<file path="config.mk">
export PLATFORM = sky130hd
export DESIGN_NAME = dco_freq_meter_flat
export DESIGN_NICKNAME = d
export VERILOG_FILES = /design/src/rtl/dco_freq_meter_if.sv /design/src/rtl/dco_freq_meter.sv /design/src/flat_wrapper.sv
export SDC_FILE = /design/constraint.sdc
export NUM_CORES = 1
export LEC_CHECK = 0
export ABC_AREA = 1
export CAP_MARGIN = 20
export CORE_UTILIZATION = 25
export DETAILED_ROUTE_END_ITERATION = 16
export GPL_ROUTABILITY_DRIVEN = 0
export GPL_TIMING_DRIVEN = 0
export HOLD_SLACK_MARGIN = 0.12
export PLACE_DENSITY_LB_ADDON = 0.2
export SLEW_MARGIN = 20
export SYNTH_ARGS = -nofsm -noshare
export SYNTH_HDL_FRONTEND = slang
export SYNTH_SLANG_ARGS = --single-unit
</file>
<file path="constraint.sdc">
create_clock -name i_clk -period 2.1 [get_ports i_clk]
set_input_delay 0.42 -clock i_clk [delete_from_list [all_inputs] [get_ports i_clk]]
set_output_delay 0.42 -clock i_clk [all_outputs]
set_load 0.02 [all_outputs]
</file>
<file path="src/rtl/dco_freq_meter_if.sv">
// Purpose : request/result bundle of the DCO frequency meter.
// Ports   : start/win_len (requester -> meter); busy/count/valid/ovf (meter -> requester).
// Modports: master = requester side, slave = meter side.
interface dco_freq_meter_if #(
   parameter int CNT_W = 16,
   parameter int WIN_W = 16
);
   logic             start;
   logic [WIN_W-1:0] win_len;
   logic             busy;
   logic [CNT_W-1:0] count;
   logic             valid;
   logic             ovf;

   modport master (output start, win_len, input busy, count, valid, ovf);
   modport slave  (input start, win_len, output busy, count, valid, ovf);
endinterface

</file>
<file path="src/rtl/dco_freq_meter.sv">
// Purpose : counts synchronised rising edges of async i_osc_in over a window of win_len clk cycles.
// Latency : result valid one-cycle pulse at T+win_len+1 for start at T; osc edge -> counted after SYNC_STAGES+1.
// Backpr. : none; start is ignored while busy or in the DONE cycle (not queued).
// Ports   : i_clk, i_rst (sync, active-high), i_osc_in (async DCO output), bus (dco_freq_meter_if.slave).
// Option  : FMETER_CONTINUOUS_EN -- when defined, DONE re-arms a new window while win_len != 0.
module dco_freq_meter #(
   parameter int CNT_W       = 16,
   parameter int WIN_W       = 16,
   parameter int SYNC_STAGES = 2
) (
   input  logic            i_clk,
   input  logic            i_rst,
   input  logic            i_osc_in,
   dco_freq_meter_if.slave bus
);

   typedef enum logic [1:0] {IDLE, MEASURE, DONE} state_t;

   state_t                 r_state;
   logic [SYNC_STAGES-1:0] r_sync;
   logic                   r_hist;
   logic [WIN_W-1:0]       r_win_cnt;
   logic [CNT_W-1:0]       r_edge_cnt;
   logic                   r_ovf_pend;
   logic                   r_busy;
   logic                   r_valid;
   logic                   r_ovf;
   logic [CNT_W-1:0]       r_count;

   logic                   w_edge;
   logic [CNT_W:0]         w_sum;
   logic                   w_sat;
   logic [CNT_W-1:0]       w_next;
   logic                   w_last;
   logic                   w_win_nz;
   logic                   w_load;

   // Rising edge seen on the synchronised signal, one cycle after the last sync flop.
   assign w_edge   = r_sync[SYNC_STAGES-1] & ~r_hist;

   // Extra carry bit detects wrap; the counter then sticks at all-ones.
   assign w_sum    = {1'b0, r_edge_cnt} + {{CNT_W{1'b0}}, w_edge};
   assign w_sat    = w_sum[CNT_W];
   assign w_next   = w_sat ? {CNT_W{1'b1}} : w_sum[CNT_W-1:0];

   assign w_last   = (r_win_cnt == WIN_W'(1));
   assign w_win_nz = (bus.win_len != '0);

`ifdef FMETER_CONTINUOUS_EN
   // Free-running: DONE re-arms with the current win_len; win_len==0 stops it.
   assign w_load = w_win_nz & (((r_state == IDLE) & bus.start) | (r_state == DONE));
`else
   assign w_load = w_win_nz & (r_state == IDLE) & bus.start;
`endif

   always_ff @(posedge i_clk) begin
      if (i_rst) begin
         r_state    <= IDLE;
         r_sync     <= '0;
         r_hist     <= 1'b0;
         r_win_cnt  <= '0;
         r_edge_cnt <= '0;
         r_ovf_pend <= 1'b0;
         r_busy     <= 1'b0;
         r_valid    <= 1'b0;
         r_ovf      <= 1'b0;
         r_count    <= '0;
      end else begin
         // Synchroniser and history flop run in every state.
         r_sync  <= {r_sync[SYNC_STAGES-2:0], i_osc_in};
         r_hist  <= r_sync[SYNC_STAGES-1];
         r_valid <= 1'b0;

         if (w_load) begin
            r_win_cnt  <= bus.win_len;
            r_edge_cnt <= '0;
            r_ovf_pend <= 1'b0;
            r_busy     <= 1'b1;
            r_state    <= MEASURE;
         end else begin
            case (r_state)
               IDLE: begin
                  r_busy <= 1'b0;
               end
               MEASURE: begin
                  r_win_cnt  <= r_win_cnt - WIN_W'(1);
                  r_edge_cnt <= w_next;
                  if (w_sat) r_ovf_pend <= 1'b1;
                  // Final window cycle: fold in this cycle's edge directly into the result.
                  if (w_last) begin
                     r_count <= w_next;
                     r_ovf   <= r_ovf_pend | w_sat;
                     r_valid <= 1'b1;
                     r_busy  <= 1'b0;
                     r_state <= DONE;
                  end
               end
               DONE: begin
                  r_busy  <= 1'b0;
                  r_state <= IDLE;
               end
               default: begin
                  r_busy  <= 1'b0;
                  r_state <= IDLE;
               end
            endcase
         end
      end
   end

   assign bus.busy  = r_busy;
   assign bus.count = r_count;
   assign bus.valid = r_valid;
   assign bus.ovf   = r_ovf;

endmodule
</file>
<file path="src/flat_wrapper.sv">
// flat-port wrapper written by rule: the top's interface ports become plain ports
module dco_freq_meter_flat 
#(
   parameter int CNT_W       = 16,
   parameter int WIN_W       = 16,
   parameter int SYNC_STAGES = 2
)
  (i_clk, i_rst, i_osc_in, bus_start, bus_win_len, bus_busy, bus_count, bus_valid, bus_ovf);
  dco_freq_meter_if #(.CNT_W(CNT_W), .WIN_W(WIN_W)) bus_i ();
  input  logic i_clk;
  input  logic i_rst;
  input  logic i_osc_in;
  input wire logic [$bits(bus_i.start)-1:0] bus_start;
  input wire logic [$bits(bus_i.win_len)-1:0] bus_win_len;
  output wire logic [$bits(bus_i.busy)-1:0] bus_busy;
  output wire logic [$bits(bus_i.count)-1:0] bus_count;
  output wire logic [$bits(bus_i.valid)-1:0] bus_valid;
  output wire logic [$bits(bus_i.ovf)-1:0] bus_ovf;
  assign bus_i.start = bus_start;
  assign bus_i.win_len = bus_win_len;
  assign bus_busy = bus_i.busy;
  assign bus_count = bus_i.count;
  assign bus_valid = bus_i.valid;
  assign bus_ovf = bus_i.ovf;
  dco_freq_meter #(.CNT_W(CNT_W), .WIN_W(WIN_W), .SYNC_STAGES(SYNC_STAGES)) u_core (.i_clk(i_clk), .i_rst(i_rst), .i_osc_in(i_osc_in), .bus(bus_i));
endmodule
</file>
### Yosys cells after proc, flatten, opt, wreduce, memory -nomap -nowiden

Cells that the tools add are included.

| storage, ports and cells | value |
|---|---|
| register bits after elaboration | 57 |
| bits of input ports | 20 |
| logic and storage cells | 45 |

| operators by class | value |
|---|---|
| $add $sub $neg | 2 |
| equality and inequality tests | 5 |
| muxes and demuxes | 10 |
| bitwise logic cells | 8 |
| reductions and logical operators | 9 |

Operators with widths:

| cell | number |
|---|---|
| $mux 16 | 3 |
| $add 16x1->17 | 1 |
| $eq 16x1->1 const B | 1 |
| $reduce_bool 16->1 | 1 |
| $sub 16x1->16 const B | 1 |
| $reduce_and 2->1 | 3 |
| $mux 1 | 5 |
| $ne 2x1->1 const B | 2 |
| $not 1->1 | 4 |
| $pmux 2 s2 | 1 |
| $and 1x1->1 | 3 |
| $ne 3x1->1 const B | 1 |
| $reduce_and 3->1 | 1 |
| $reduce_or 3->1 | 1 |
| $eq 2x1->1 const B | 1 |
| $logic_not 2->1 | 1 |
| $mux 2 | 1 |
| $reduce_bool 2->1 | 1 |
| $reduce_or 2->1 | 1 |
| $or 1x1->1 | 1 |

### Depth between registers and ports, before layout

| logic depth | value |
|---|---|
| depth in word-level cells | 5 |
| depth in mapped cells | 12 |
| mapped depth without buffers | 12 |

### Worst setup path before layout

No wires, ideal clock.

| timing | value |
|---|---|
| kind | register to register |
| start | register u_core.r_sync[1] |
| end | register u_core.r_count[8], in the netlist u_core.bus.count[8] |
| setup time | 0.116 ns |
| data arrival time | 1.475 ns |
| data required time | 1.984 ns |
| slack | 0.509 ns |
| cell stages (with the launch flop) | 12 |
| path through | dfxtp_1 > inv_1 > nor2_1 > ha_1 > ha_1 > nand2_1 > nor2_4 > nand2_1 > o21ai_0 > nand3_1 > nor2_1 > nor2_1 |

| between the ends | value |
|---|---|
| cells in the longest elaborated chain, start to end | 3 |

RTL lines:

| what | line | source |
|---|---|---|
| from (decl) | dco_freq_meter.sv:20 | `logic [SYNC_STAGES-1:0] r_sync;` |
| from (signal assigned) | dco_freq_meter.sv:70 | `r_sync <= {r_sync[SYNC_STAGES-2:0], i_osc_in};` |
| $and 1x1->1 | dco_freq_meter.sv:39 | `assign w_edge = r_sync[SYNC_STAGES-1] & ~r_hist;` |
| $add 16x1->17 | dco_freq_meter.sv:42 | `assign w_sum = {1'b0, r_edge_cnt} + {{CNT_W{1'b0}}, w_edge};` |
| $mux 16 | dco_freq_meter.sv:44 | `assign w_next = w_sat ? {CNT_W{1'b1}} : w_sum[CNT_W-1:0];` |
| to (signal assigned) | dco_freq_meter.sv:91 | `r_count <= w_next;` |
| to (decl) | dco_freq_meter.sv:28 | `logic [CNT_W-1:0] r_count;` |

No other way between the ends.
A chain may end at the register's enable or synchronous reset.

### Worst setup path in the final report

| timing | value |
|---|---|
| start | input port bus_start |
| end | register u_core.r_edge_cnt[1] |

| between the ends | value |
|---|---|
| cells in the longest elaborated chain, start to end | 2 |

RTL lines:

| what | line | source |
|---|---|---|
| from (decl) | flat_wrapper.sv:13 | `input wire logic [$bits(bus_i.start)-1:0] bus_start;` |
| $and 1x1->1 | dco_freq_meter.sv:53 | `assign w_load = w_win_nz & (r_state == IDLE) & bus.start;` |
| $reduce_or 2->1 (no source line) | n/a |  |
| to (signal assigned) | dco_freq_meter.sv:87 | `r_edge_cnt <= w_next;` |
| to (decl) | dco_freq_meter.sv:23 | `logic [CNT_W-1:0] r_edge_cnt;` |

No other way between the ends.

==> flow_summary.yaml <==
status:
  status: "finished, final reports clean"
sta:
  timing.fmax_ghz: 0.5044
  tightestPinTransition_ps: 603.8
  drv_slew: 0
  max_slew_margin_pct: 59.71
  fin_crit_ps: 1983
  final.setup.tns_ps: 0
  rsz0062_at_grt: "false"
  layout_setup_ws_ps: 117.3
  setup_viol: 0
  fin_skew_ps: 8.894
  hold_violations: 0
  period_share_pct: 94.42
synth:
  synth_fa_ha_area_share_pct: 1.563
  synth_area_leaders: "dfxtp_1 36%, nor2_1 15%, nand2_1 14%"
  synth_top_family_by_area: "simple AND/OR/NAND/NOR gates"
  synth_xor_area_share_pct: 1.094
  yosys.area_share.simple_pct: 45.45
  synth_compound_area_share_pct: 6.565
  yosys_warnings: 0
  yosysTopAreaCellShare_pct: 35.64
  synthesis.area_mm2: 0.003202
  yosysTopAreaCell: "dfxtp_1"
  ys_ff_latch: 57
  syn-num-nets: 536
  synth_cells: 512
  synthMuxAreaShare_pct: 0
  ys_seq_area_share_pct: 35.64
  avgSynthCellArea_um2: 6.254
  yosysUniqueCellTypes: 29
global_route:
  grt.total_usage_pct: 14.99
  grt_max_degree: 11
  antenna_found_initial: 0
  grt_pass1_vias: 3210
  grt_pass1_wl_mm: 15.19
  grt_remaining_overflow: 0
placed_design:
  numPortBuffers: 38
  hpwl_mm: 6.815
  post-place-ws_ps: -261.4
final_layout:
  mostFrequentLayoutCell: "nor2_1"
  final_cell_mix: "126 x nor2_1, 118 x nand2_1, 57 x inv_1, 57 x dfxtp_1, 53 x nand3_1"
  synthToLayoutAreaGrowth_pct: 29.78
  nets: 587
  num_antenna_cells: 0
  nFillCells: 1351
  drive_above_1_share_pct: 8.451
  sequential_cell_area_mm2: 0.001141
  multiInputGateArea_mm2: 0.001758
  fin_util_pct: 33.89
die:
  core-area_mm2: 0.01226
  die-area_mm2: 0.01326
  start_util_pct: 26.11
  dieHeight_um: 115.2
  io_pins: 39
  die_x_um: 115.2
  rows: 40
route:
  route.vias.total: 3238
  final_antenna_net_count: 0
  first_iter_violations: 168
  drc: 0
  wire_per_inst_um: 12.49
  first_pass_iters: 4
  detail_route.vias_per_cell: 4.399
  finalWirelength_mm: 9.194
worst_hold_path:
  holdCritPathClass: "reg -> reg"
critical_path:
  worstPathMaxFanout: 10
  slowest_stage: "nor3b_4"
  start_kind: "input pin"
  crit_buf_inv: 3
  cp_common_cell: "nand2_4"
  end_kind: "flip-flop"
  max_stage_delay_ps: 540
  cp_top_family: "simple AND/OR/NAND/NOR gates"
  critical_path_arrival_ps: 2200
  crit_required_ps: 2310
  worst-setup-path-type: "in -> reg"
  crit_chain: "clkdlybuf4s50_1 > nor3b_4 > nand2_4 > nand2_4 > inv_2 > buf_6 > o21ai_0 > nor2_1"
cts:
  cts_tree: "yes"
  cts.sinks: 57
  htree_num_levels: 3
  numCtsBuffers: 9
  path_clk_slew_ps: 50
  clk_latency_ps: 320
  clockRootBuffer: "clkbuf_16"
  clock_path_buffers: 2
power_and_ir_drop:
  power_leakage_uw: 0.001932
  cellPowerDensity_mw_per_mm2: 799.0
  peakVddDrop_mv: 0.3684
run:
  max-cap-violations: 0
## cells in the mapped netlist, drive strengths merged
cell and number:
nor3 4, clkinv 1, buf 11, ha 4, a21oi 7, nand2 125, xor2 2, clkbuf 4
dfxtp 57, inv 58, nand3 53, nor2 131, xnor2 2, or2 2, o21ai 35, nor3b 2
nand4 11, nand3b 3
## metal layers
layer	up-vias	wire length [µm]	global-route usage [%]
li1	1714	-	-
met1	1475	4296	17.60
met2	39	4470	26.55
met3	10	268	3.901
met4	0	159	4.762
met5	-	0	0
## cell families after synthesis
family	Yosys count
flip-flops	57
XOR/XNOR	4
adder cells (fa/ha/maj)	4
AO/OA/AOI/OAI	42
AND/OR/NAND/NOR	331
buffers and inverters	74
## what timing repair did
| item | CTS | global route |
|---|---|---|
| resized for setup | 0 | 4 |
| hold endpoints to repair | 0 | 0 |
| hold buffers | 0 | 0 |
| setup endpoints to repair | 0 | 21 |
| setup buffers | 0 | 2 |
## tightest hold or removal path: stages, from the launching register on
cell and delay, ps:
dfxtp_1 290, inv_1 40, nor2_1 30
## path summary, 6_finish.rpt
path	from	endpoint	slack [ps]	cells after the start
max	bus_start	u_core.r_edge_cnt[1]	120	8
min	u_core.r_sync[0]	u_core.r_sync[1]	400	2
max reg2reg	u_core.r_sync[1]	u_core.bus.count[8]	230	12
min reg2reg	u_core.r_sync[0]	u_core.r_sync[1]	400	2
## power breakdown
group	switching (µW)	internal [µW]	leakage, µW
Sequential	64.3	1140	0.000465
Clock	508	1070	0.000159
Combinational	337	200	0.00131
## flip-flops by register name, indices dropped and copies added, names as in the netlist
signal	cells
u_core.bus.busy	1
u_core.bus.count	16
u_core.bus.ovf	1
u_core.bus.valid	1
u_core.r_edge_cnt	16
u_core.r_hist	1
u_core.r_ovf_pend	1
u_core.r_state	2
u_core.r_sync	2
u_core.r_win_cnt	16
## layout make-up
class	instances	area share, %
repair buffers	40	9.816
multi-input cells	381	42.31
clock buffers	11	5.842
plain buffers	15	2.198
well taps	168	5.059
inverters	59	5.420
flip-flops and latches	57	27.46
clock inverters	5	1.897
## per-stage QoR
| stage | hold slack [ps] | power (µW) | cells | cell area (µm²) |
|---|---|---|---|---|
| 5_1_grt | 423.3 | 3504 | 736 | 4155 |
| 4_1_cts | 407.0 | 3355 | 734 | 4114 |
| 3_3_place_gp | 391.1 | 1758 | 718 | 3792 |
| 2_1_floorplan | 388.3 | 1592 | 512 | 3202 |
| 3_5_place_dp | 400.4 | 1763 | 718 | 3792 |
| 6_report | 404.7 | 3320 | 736 | 4155 |
(Power assumes the default switching activity.)
